`config.mk`:
```
export PLATFORM = sky130hd
export DESIGN_NAME = ysyx_25030081_ifu
export DESIGN_NICKNAME = d
export VERILOG_FILES = /design/src/rtl/ysyx_25030081_ifu.sv
export SDC_FILE = /design/constraint.sdc
export NUM_CORES = 1
export LEC_CHECK = 0
export ABC_AREA = 0
export BUFFER_PORTS_ARGS = -buffer_cell sky130_fd_sc_hd__buf_2
export CAP_MARGIN = 5
export CORE_MARGIN = 5
export CORE_UTILIZATION = 30
export DETAILED_ROUTE_END_ITERATION = 8
export PLACE_DENSITY = 0.63
export SLEW_MARGIN = 20
export SYNTH_ARGS = -nofsm -noshare
export SYNTH_HDL_FRONTEND = slang
export SYNTH_SLANG_ARGS = --single-unit
```
`constraint.sdc`:
```
create_clock -name clk -period 5.4 [get_ports clk]
set_input_delay 1.08 -clock clk [delete_from_list [all_inputs] [get_ports clk]]
set_output_delay 1.08 -clock clk [all_outputs]
set_load 0.005 [all_outputs]
```
`src/rtl/ysyx_25030081_ifu.sv`:
```
// ysyx_25030081_ifu: multicycle instruction fetch unit with request/response FSM,
// sticky fault flag and retired-instruction counter.
module ysyx_25030081_ifu #(
  parameter int DATA_WIDTH = 32,
  parameter logic [DATA_WIDTH-1:0] RESET_PC = 32'h80000000
) (
  input  logic                  clk,
  input  logic                  rst_n,
  output logic                  imem_req_valid,
  input  logic                  imem_req_ready,
  output logic [DATA_WIDTH-1:0] imem_req_addr,
  input  logic                  imem_resp_valid,
  output logic                  imem_resp_ready,
  input  logic [DATA_WIDTH-1:0] imem_resp_data,
  input  logic                  imem_resp_err,
  output logic                  inst_valid,
  input  logic                  inst_ready,
  output logic [DATA_WIDTH-1:0] inst,
  output logic [DATA_WIDTH-1:0] inst_pc,
  input  logic                  commit_valid,
  input  logic [DATA_WIDTH-1:0] next_pc,
  output logic                  fetch_err,
  output logic [DATA_WIDTH-1:0] retired_cnt
);
  typedef enum logic [2:0] {REQ, RESP, HOLD, EXEC, ERR} state_t;
  state_t state, state_nxt;
  logic [DATA_WIDTH-1:0] pc;
  logic resp_fire, commit_fire, aligned;
  assign resp_fire       = state == RESP && imem_resp_valid;
  assign commit_fire     = state == EXEC && commit_valid;
  assign aligned         = next_pc[1:0] == 2'b00;
  assign imem_req_valid  = state == REQ;
  assign imem_resp_ready = state == RESP;
  assign inst_valid      = state == HOLD;
  assign imem_req_addr   = pc;
  assign inst_pc         = pc;
  always_comb begin
    state_nxt = state;
    case (state)
      REQ:     state_nxt = imem_req_ready ? RESP : REQ;
      RESP:    state_nxt = !imem_resp_valid ? RESP : imem_resp_err ? ERR : HOLD;
      HOLD:    state_nxt = inst_ready ? EXEC : HOLD;
      EXEC:    state_nxt = !commit_valid ? EXEC : aligned ? REQ : ERR;
      default: state_nxt = ERR;
    endcase
  end
  // Reset wins over any handshake that fires in the same cycle.
  always_ff @(posedge clk) begin
    if (!rst_n) begin
      state       <= REQ;
      pc          <= RESET_PC;
      inst        <= '0;
      retired_cnt <= '0;
      fetch_err   <= 1'b0;
    end else begin
      state <= state_nxt;
      if (resp_fire && !imem_resp_err) inst <= imem_resp_data;
      if (commit_fire) retired_cnt <= retired_cnt + DATA_WIDTH'(1);
      if (commit_fire && aligned) pc <= next_pc;
      if ((resp_fire && imem_resp_err) || (commit_fire && !aligned)) fetch_err <= 1'b1;
    end
  end
endmodule

```
==> results by group, run 1 <==
Status
  • Status: complete, no violations

Logic synthesis
  • Cell Area, Synth: 4130 µm²
  • Post-synth ARST share: 0
  • Cell taking the most area after synthesis: dfxtp_1
  • Yosys cell types: 36
  • Sequential fraction of the synthesis area: 0.485
  • Synthesized area per cell: 8.04 µm²
  • Top-area cell type share of the netlist area: 0.485
  • Cells after synthesis: 513
  • Seq cells post-synth: 100
  • EDFF count, synth: 0
  • Post-synth net total: 585
  • Synth Flop Type: dfxtp_1
  • Synth warn: 0
  • Dominant cells by area after synthesis: dfxtp_1 (49%), nand2_1 (13%), a21oi_1 (9.3%), buf_4 (5.8%), clkbuf_1 (2.5%)

Clock network
  • PostCTS Resize Cnt: 0
  • Num CTS Buffers: 9
  • CTS tree: yes
  • Sink Count: 100
  • Max H-tree Level: 3
  • Post-CTS Setup Bufs: 0
  • Clk_lat worst skew: 0.34 ns
  • Clock-pin slew on the worst setup and hold paths: 0.07 ns
  • Root Buffer: clkbuf_16
  • Hold-fix buffers, CTS: 0
  • Worst-case clock buffer depth: 2

Flow run
  • Max-cap violations: 0

Floorplan
  • Die footprint: 16200 µm²
  • Die H: 127 µm
  • Die W: 127 µm
  • Row cnt: 42
  • I/O Pins: 203
  • Starting density of the core: 0.309
  • Core area: 13300 µm²

Worst setup path
  • Critical path arrival: 2.86 ns
  • Largest fanout on the critical path: 19
  • CP bufs+invs: 1
  • Worst setup path start: commit_valid
  • CP delay by family, top: simple AND/OR/NAND/NOR gates
  • Cell chain of the critical path: buf_2 > nand4b_4 > or4_1 > or4_1 > a21oi_1
  • Setup crit end kind: flip-flop
  • Reg-to-reg startpoint: retired_cnt[3]$_SDFFE_PN0P_
  • Required @ worst endpoint: 5.65 ns
  • WP depth: 5
  • Worst R2R End: retired_cnt[21]$_SDFFE_PN0P_
  • CP most frequent cell: or4_1
  • CP endpoint: retired_cnt[21]$_SDFFE_PN0P_
  • Crit start category: input port
  • Setup slack, reg-to-reg: 3.05 ns
  • Setup CP Type: input port to flip-flop
  • CP max stage cell: or4_1
  • CP max stage delay: 0.78 ns
  • Reg2reg path depth: 4

Cells and area
  • Combined area of the multi-input logic cells: 1730 µm²
  • Share of layout cells above drive strength 1: 0.339
  • Fill cells: 1428
  • Layout Nets: 736
  • Commonest non-fill, non-tap cell in the layout: buf_2
  • FF/Latch Area: 2000 µm²
  • P&R area growth vs syn: 30.1%
  • Antenna Cells: 0
  • Most frequent cells in the layout: buf_2 (202), nand2_1 (142), dfxtp_1 (100)

STA
  • Fmax: 0.384 GHz
  • Layout Skew: 0.00496 ns
  • Worst slew margin: 0.432
  • Worst slew pin tran: 0.851 ns
  • # setup viols final: 0
  • Max Slew Vio Count: 0
  • Final TNS setup: 0 ns
  • Fin crit share: 0.483
  • Min Clock Period, post-route: 2.61 ns
  • Endpoints failing hold: 0
  • RSZ-0062 raised after global routing: no

Power and ir drop
  • Pwr dens: 293 nW/µm²
  • Seq pwr share: 0.480
  • Sw Share: 0.212
  • NetSw: 0.334 mW
  • Max VDD drop: 0.197 mV
  • Leak pwr: 2.35 nW
  • Internal power: 1.24 mW
  • Logic pwr share: 0.050
  • Overall Power: 1.57 mW
  • Clk network pwr share: 0.470

Detailed routing
  • Drt first pass iters: 4
  • Met2 wire length: 5310 µm
  • WL final: 11400 µm
  • Iter 0 DRT Violations: 150
  • DRC Markers: 0
  • Average vias per placed instance: 4.62
  • Met1 wire length: 4900 µm
  • Detailed-route via count: 3907
  • Max layer used: met4
  • Metal3 WL: 988 µm
  • WL/cell: 13.4 µm
  • Post-route ant nets: 0

Global route
  • Largest net degree at the start of global routing: 63
  • Global route overflow: 0
  • First-pass GRT wire length: 17500 µm
  • Vias in the first global route: 3480
  • Total GRT Usage: 0.134
  • Initial antenna violation count: 0

Placed design
  • Placer Congestion: 0.749
  • Post-detail-place hpwl: 8230 µm
  • Buffers on Ports: 202

Worst hold path
  • Min-delay worst type: flip-flop to flip-flop
-- worst reg2reg max path: cells and delay by family, from the launching register on --
family	cells	cell delay, ns
AOI/OAI and AO/OA	1	0.14
and+or+nand+nor	3	1.65
DFF	1	0.47
-- synth_stat cells, types with 8 or more instances --
master,number
nor2_1,12
o21ai_0,14
or3_1,12
clkbuf_1,27
nand2_1,143
nand3_1,11
buf_4,32
a21oi_1,77
dfxtp_1,100
nand4_1,8
-- flip-flops by register name, summed over array words and instances (netlist names) --
register and cells:
imem_req_addr 32, inst 32, retired_cnt 32, state 3, fetch_err 1
-- power groups by stage --
stage	logic [mW]	registers, mW	clock network [mW]
2_1_floorplan	0.0379	0.768	0
3_3_place_gp	0.0789	0.772	0
3_5_place_dp	0.0786	0.772	0
4_1_cts	0.0792	0.755	0.767
5_1_grt	0.0880	0.756	0.799
6_report	0.0778	0.755	0.739
-- how the worst min path moves through the flow --
stage,cells past startpoint,start,end
floorplan,2,inst[0]$_SDFFE_PN0P_,inst[0]$_SDFFE_PN0P_
global placement,2,inst[29]$_SDFFE_PN0P_,inst[29]$_SDFFE_PN0P_
detailed placement,2,inst[21]$_SDFFE_PN0P_,inst[21]$_SDFFE_PN0P_
CTS,2,inst[8]$_SDFFE_PN0P_,inst[8]$_SDFFE_PN0P_
global route,2,inst[21]$_SDFFE_PN0P_,inst[21]$_SDFFE_PN0P_
finish,2,inst[21]$_SDFFE_PN0P_,inst[21]$_SDFFE_PN0P_
-- per-stage QoR --
step / std cells / worst slack, ns / hold slack, ns / instance area (µm²) / utilization
after detailed placement: 829 / 2.46 / 0.444 / 5020 / 0.376
after floorplan: 513 / 2.91 / 0.453 / 4130 / -
final: 845 / 2.79 / 0.451 / 5370 / 0.402
after CTS: 845 / 2.83 / 0.453 / 5370 / 0.402
after global placement: 829 / 2.48 / 0.440 / 5020 / 0.376
after global routing: 845 / 2.60 / 0.466 / 5370 / 0.402
-- final cells by class --
type,count,share of cell area
inverters,8,0.00583
repair buffers,206,0.194
well taps,176,0.0410
flip-flops and latches,100,0.373
clock buffers,9,0.0419
clock inverters,7,0.0228
multi-input cells,339,0.322
-- layer usage --
layer / vias to the layer above / track usage
met1: 1741 / 0.168
met3: 15 / 0.0497
li1: 2008 / -
met2: 143 / 0.214
met4: 0 / 0.0423
met5: - / 0
-- kinds of logic (layout without fill, tap and decap cells) --
group,count (synthesis),count (layout),synth area share
adders and majority gates,1,1,0.00303
muxes,2,2,0.00485
buffers and inverters,74,230,0.0998
AOI/OAI and AO/OA,107,107,0.143
and+or+nand+nor,219,219,0.243
xor gates and xnor gates,10,10,0.0212
DFF,100,100,0.485
Note: power is estimated with default switching activity, not from simulation.
==> run 2, diff against run 1 <==
--- a/config.mk
+++ b/config.mk
@@ -11,7 +11,7 @@
 export CORE_MARGIN = 5
 export CORE_UTILIZATION = 30
 export DETAILED_ROUTE_END_ITERATION = 8
-export PLACE_DENSITY = 0.63
+export PLACE_DENSITY = 0.65
 export SLEW_MARGIN = 20
 export SYNTH_ARGS = -nofsm -noshare
 export SYNTH_HDL_FRONTEND = slang
==> constraint.sdc (replaced) <==
create_clock -name clk -period 2.3 [get_ports clk]
set_input_delay 0.46 -clock clk [delete_from_list [all_inputs] [get_ports clk]]
set_output_delay 0.46 -clock clk [all_outputs]
set_load 0.005 [all_outputs]
==> run 2 against run 1 <==
  * Design area grew 1.6%
  * Register-to-register slack lost 2.8 ns
  * Setup slack lost 2.6 ns
  * Worst hold slack lost 0.12 ns
  * Sequential share of layout area shrank 0.57 points
  * Global-route usage grew 0.40 points
  * Critical path depth shrank 1
  * Total power grew 120%
  * Clock-buffer cell count grew 2
  * First-iteration DRC count shrank 0.67%
  * Largest power group unchanged
==> results by group, run 2 (synthesized netlist as in run 1, its figures left out) <==
Status
  • Status: complete, no violations

Detailed routing
  • Average vias per placed instance: 4.60 (-0.46%)
  • WL final: 11500 µm (+1.5%)
  • WL/cell: 13.4 µm (about the same)
  • Iter 0 DRT Violations: 149 (-0.67%)
  • DRC Markers: 0 (unchanged)
  • Drt first pass iters: 4 (unchanged)
  • Detailed-route via count: 3949 (+1.1%)
  • Post-route ant nets: 0 (unchanged)

Clock network
  • Root Buffer: clkbuf_16
  • Num CTS Buffers: 9 (unchanged)
  • Post-CTS Setup Bufs: 0 (unchanged)
  • PostCTS Resize Cnt: 0 (unchanged)
  • Clk_lat worst skew: 0.34 ns (about the same)
  • Worst-case clock buffer depth: 2 (unchanged)
  • CTS tree: yes
  • Max H-tree Level: 3 (unchanged)
  • Clock-pin slew on the worst setup and hold paths: 0.07 ns (about the same)
  • Hold-fix buffers, CTS: 0 (unchanged)
  • Sink Count: 100 (unchanged)

Floorplan
  • Die W: 127 µm (unchanged)
  • Core area: 13300 µm² (unchanged)
  • Row cnt: 42 (unchanged)
  • Die footprint: 16200 µm² (unchanged)
  • Die H: 127 µm (unchanged)
  • I/O Pins: 203 (unchanged)
  • Starting density of the core: 0.309 (unchanged)

Global route
  • Grt met2 use: 0.230 (+0.0164)
  • Layer with the highest usage: met2
  • GRT met3 Usage: 0.0409 (-0.00876)
  • Global route overflow: 0 (unchanged)
  • Initial antenna violation count: 0 (unchanged)
  • Largest net degree at the start of global routing: 37 (-41%)
  • First-pass GRT wire length: 18100 µm (+3.4%)
  • Vias in the first global route: 3578 (+2.8%)
  • Met1 track demand over resource: 0.166 (-0.00241)
  • Total GRT Usage: 0.138 (+0.00399)

Power and ir drop
  • Sw Share: 0.221 (+0.00895)
  • Leak pwr: 2.40 nW (+2.4%)
  • Pwr dens: 648 nW/µm² (+120%)
  • Seq pwr share: 0.500 (+0.020)
  • NetSw: 0.782 mW (+130%)
  • Logic pwr share: 0.057 (+0.007)
  • Clk network pwr share: 0.443 (-0.027)
  • Internal power: 2.75 mW (+120%)
  • Max VDD drop: 0.343 mV (+74%)

STA
  • Endpoints failing hold: 0 (unchanged)
  • Worst slew margin: 0.633 (+0.201)
  • Final TNS setup: 0 ns (unchanged)
  • Layout Skew: 0.00735 ns (+0.00238 ns)
  • Fin crit share: 0.895
  • RSZ-0062 raised after global routing: no
  • Max Slew Vio Count: 0 (unchanged)
  • Worst slew pin tran: 0.549 ns (-0.302 ns)
  • # setup viols final: 0 (unchanged)
  • Fmax: 0.486 GHz
  • Min Clock Period, post-route: 2.06 ns

Cells and area
  • Antenna Cells: 0 (unchanged)
  • Layout Nets: 749 (+1.8%)
  • P&R area growth vs syn: 32.1%
  • Final instance area: 5450 µm² (+1.6%)
  • Most frequent cells in the layout: buf_2 (202), nand2_1 (143), dfxtp_1 (100)
  • Share of layout cells above drive strength 1: 0.350 (+0.0111)
  • Commonest non-fill, non-tap cell in the layout: buf_2

Placed design
  • Post-detail-place hpwl: 8530 µm (+3.7%)
  • Buffers on Ports: 202 (unchanged)
  • Placement Cell Area: 5140 µm² (+2.4%)
  • Placer Congestion: 0.783 (+4.5%)

Worst setup path
  • Setup crit end kind: flip-flop
  • Required @ worst endpoint: 2.58 ns (-3.07 ns)
  • WP depth: 4 (-1)
  • Critical path arrival: 2.34 ns (-0.52 ns)
  • Cell chain of the critical path: nand4_1 > or4_1 > nor4_1 > mux2i_1
  • Crit start category: flip-flop
  • Largest fanout on the critical path: 14 (-5)
  • Worst R2R End: retired_cnt[28]$_SDFFE_PN0P_
  • Reg-to-reg startpoint: retired_cnt[14]$_SDFFE_PN0P_
  • CP max stage delay: 0.77 ns (about the same)
  • Reg2reg path depth: 4 (unchanged)
  • CP max stage cell: or4_1
  • CP bufs+invs: 0 (-1)
  • Setup CP Type: flip-flop to flip-flop
  • CP delay by family, top: simple AND/OR/NAND/NOR gates
  • Setup slack, reg-to-reg: 0.24 ns (-2.81 ns)

Worst hold path
  • Hold Path End: imem_req_addr[31]$_SDFFE_PN1P_
  • Hold Path Cell Cnt: 3 (+1)
  • Min-delay src: next_pc[31]
  • Min-delay worst type: input port to flip-flop

Flow run
  • Max-cap violations: 0 (unchanged)
## run 2: routing by layer
metal,up-vias,routed length (µm)
li1,2032,-
met1,1765,4870
met2,138,5510
met3,14,937
met4,0,210
met5,-,0
## run 2: worst reg2reg max path: cells and delay by family, from the launching register on
| kind | cells | cell delay (ns) |
|---|---|---|
| DFF | 1 | 0.39 |
| muxes | 1 | 0.22 |
| and+or+nand+nor | 3 | 1.38 |
## run 2: worst max path at each step
stage / endpoint / start
global placement: retired_cnt[31]$_SDFFE_PN0P_ / commit_valid
finish: retired_cnt[28]$_SDFFE_PN0P_ / retired_cnt[14]$_SDFFE_PN0P_
detailed placement: retired_cnt[28]$_SDFFE_PN0P_ / retired_cnt[14]$_SDFFE_PN0P_
CTS: retired_cnt[28]$_SDFFE_PN0P_ / retired_cnt[3]$_SDFFE_PN0P_
global route: retired_cnt[31]$_SDFFE_PN0P_ / retired_cnt[14]$_SDFFE_PN0P_
floorplan: retired_cnt[30]$_SDFFE_PN0P_ / state[2]$_SDFF_PN0_
## run 2: power by group through the flow
stage / sequential, mW / combinational [mW] / clock [mW]
6_report: 1.77 / 0.200 / 1.57
5_1_grt: 1.77 / 0.223 / 1.69
4_1_cts: 1.77 / 0.204 / 1.63
3_5_place_dp: 1.81 / 0.203 / 0
3_3_place_gp: 1.81 / 0.203 / 0
2_1_floorplan: 1.80 / 0.0889 / 0
## run 2: area by class of cell
type / count / area (µm²)
clock buffers: 11 / 253
clock inverters: 5 / 60.1
fillers: 1374 / 7900
inverters: 8 / 30.0
multi-input cells: 339 / 1720
flip-flops and latches: 100 / 2000
well taps: 176 / 220
repair buffers: 219 / 1160
## run 2: through the flow
stage | hold WS, ns | util | total power, mW | cells | setup WS (ns)
floorplan | 0.453 | - | 1.89 | 513 | 0.414
global placement | 0.440 | 0.385 | 2.01 | 842 | 0.311
global route | 0.332 | 0.409 | 3.68 | 858 | 0.0497
CTS | 0.308 | 0.409 | 3.60 | 858 | 0.236
detailed placement | 0.443 | 0.385 | 2.01 | 842 | 0.277
finish | 0.327 | 0.409 | 3.53 | 858 | 0.241
==> run 3, diff against run 2 <==
--- a/config.mk
+++ b/config.mk
@@ -12,6 +12,7 @@
 export CORE_UTILIZATION = 30
 export DETAILED_ROUTE_END_ITERATION = 8
 export PLACE_DENSITY = 0.65
+export RECOVER_POWER = 50
 export SLEW_MARGIN = 20
 export SYNTH_ARGS = -nofsm -noshare
 export SYNTH_HDL_FRONTEND = slang
==> run 3 against run 2 <==
  * First-iteration DRC count shrank 2.7%
  * Clock-buffer cell count did not move
  * Cell count is the same
  * Worst hold slack barely moved
  * Total power shrank 0.18%
  * Combinational power down 3%
  * Clock power is essentially flat
  * Clock skew hardly changed
  * Flip-flop and latch count unchanged
  * Utilization shrank 0.64 points
  * Via count is essentially flat
  * Design area fell by 1.6%
==> results by group, run 3 (synthesized netlist as in run 1, its figures left out) <==
Placed design
  • Placer Congestion: 0.783 (unchanged)
  • Buffers on Ports: 202 (unchanged)
  • Post-detail-place hpwl: 8530 µm (unchanged)

Worst setup path
  • Reg-to-reg startpoint: retired_cnt[14]$_SDFFE_PN0P_
  • Crit start category: flip-flop
  • Setup CP Type: flip-flop to flip-flop
  • Setup crit end kind: flip-flop
  • Critical path arrival: 2.34 ns (about the same)
  • Worst setup path start: retired_cnt[14]$_SDFFE_PN0P_
  • Largest fanout on the critical path: 14 (unchanged)
  • Required @ worst endpoint: 2.58 ns (about the same)

Clock network
  • Post-CTS Setup Bufs: 0 (unchanged)
  • Hold-fix buffers, CTS: 0 (unchanged)
  • Max H-tree Level: 3 (unchanged)
  • Clk_lat worst skew: 0.34 ns (about the same)
  • Worst-case clock buffer depth: 2 (unchanged)
  • Num CTS Buffers: 9 (unchanged)
  • PostCTS Resize Cnt: 0 (unchanged)
  • Clock-pin slew on the worst setup and hold paths: 0.07 ns (about the same)
  • Sink Count: 100 (unchanged)
  • CTS tree: yes
  • Root Buffer: clkbuf_16

STA
  • Worst slew pin tran: 0.556 ns (+0.00719 ns)
  • Final TNS setup: 0 ns (unchanged)
  • Max Slew Vio Count: 0 (unchanged)
  • # setup viols final: 0 (unchanged)
  • Min Clock Period, post-route: 2.06 ns (+0.00547 ns)
  • Worst slew margin: 0.629 (-0.00480)
  • Fin crit share: 0.898 (+0.00238)
  • Fmax: 0.484 GHz (-0.26%)
  • RSZ-0062 raised after global routing: no
  • Layout Skew: 0.00741 ns (+0.0000601 ns)
  • Endpoints failing hold: 0 (unchanged)

Floorplan
  • Die W: 127 µm (unchanged)
  • Row cnt: 42 (unchanged)
  • I/O Pins: 203 (unchanged)
  • Starting density of the core: 0.309 (unchanged)
  • Core area: 13300 µm² (unchanged)
  • Die H: 127 µm (unchanged)
  • Die footprint: 16200 µm² (unchanged)

Flow run
  • Max-cap violations: 0 (unchanged)

Detailed routing
  • Post-route ant nets: 0 (unchanged)
  • WL/cell: 13.5 µm (+0.45%)
  • WL final: 11600 µm (+0.45%)
  • DRC Markers: 0 (unchanged)
  • Iter 0 DRT Violations: 145 (-2.7%)
  • Average vias per placed instance: 4.60 (about the same)
  • Detailed-route via count: 3950 (+0.025%)
  • Drt first pass iters: 4 (unchanged)

Power and ir drop
  • Leak pwr: 2.12 nW (-12%)
  • Max VDD drop: 0.344 mV (+0.15%)
  • Pwr dens: 657 nW/µm² (+1.4%)

Worst hold path
  • Min-delay src: next_pc[31]
  • Min-delay worst type: input port to flip-flop

Cells and area
  • Post-layout util: 0.402 (-0.00637)
  • Layout Nets: 749 (unchanged)
  • P&R area growth vs syn: 30.1%
  • Share of layout cells above drive strength 1: 0.254 (-0.0968)
  • Antenna Cells: 0 (unchanged)
  • Fill cells: 1421 (+3.4%)
  • Commonest non-fill, non-tap cell in the layout: nand2_1
  • Most frequent cells in the layout: nand2_1 (143), buf_2 (137), dfxtp_1 (100)

Status
  • Status: complete, no violations

Global route
  • Initial antenna violation count: 0 (unchanged)
  • Vias in the first global route: 3578 (unchanged)
  • Largest net degree at the start of global routing: 37 (unchanged)
  • First-pass GRT wire length: 18100 µm (unchanged)
  • Global route overflow: 0 (unchanged)
  • Total GRT Usage: 0.138 (unchanged)
==> run 3: metrics by stage <==
step                power (mW)  worst slack, ns  cells  hold slack, ns  cell area [µm²]
finish                    3.53            0.236    858           0.327             5370
CTS                       3.60            0.236    858           0.308             5450
detailed placement        2.01            0.277    842           0.443             5140
global route              3.68           0.0497    858           0.332             5370
floorplan                 1.89            0.414    513           0.453             4130
global placement          2.01            0.311    842           0.440             5140
==> run 3: metal layers <==
layer | GRT usage | wire length [µm] | vias up
li1 | - | - | 2030
met1 | 0.166 | 4950 | 1770
met2 | 0.230 | 5490 | 136
met3 | 0.0409 | 925 | 14
met4 | 0.0568 | 206 | 0
met5 | 0 | 0 | -
==> run 3: power by group <==
group          leakage [nW]  switching (mW)  total (mW)  internal [mW]
clock network         0.152           0.660        1.56          0.905
registers             0.807          0.0142        1.77           1.75
logic                  1.16           0.107       0.194         0.0872
==> run 3: final timing paths <==
kind	endpoint	slack, ns	cells after the start
max	retired_cnt[28]$_SDFFE_PN0P_	0.24	4
min	imem_req_addr[31]$_SDFFE_PN1P_	0.33	3
max reg2reg	retired_cnt[28]$_SDFFE_PN0P_	0.24	4
min reg2reg	inst[0]$_SDFFE_PN0P_	0.45	2
==> run 3: layout make-up <==
| type | count | area (µm²) | area share |
|---|---|---|---|
| timing repair buffer | 219 | 1080 | 0.201 |
| clock inverter | 5 | 60.1 | 0.0112 |
| tap | 176 | 220 | 0.0410 |
| inverter | 8 | 30.0 | 0.00559 |
| sequential | 100 | 2000 | 0.373 |
| clock buffer | 11 | 253 | 0.0471 |
| multi-input combinational | 339 | 1720 | 0.321 |
==> run 3: worst max-delay path: stages, from the launching register on <==
cell and delay [ns]:
dfxtp_1 0.39, nand4_1 0.18, or4_1 0.78, nor4_1 0.43, mux2i_1 0.22
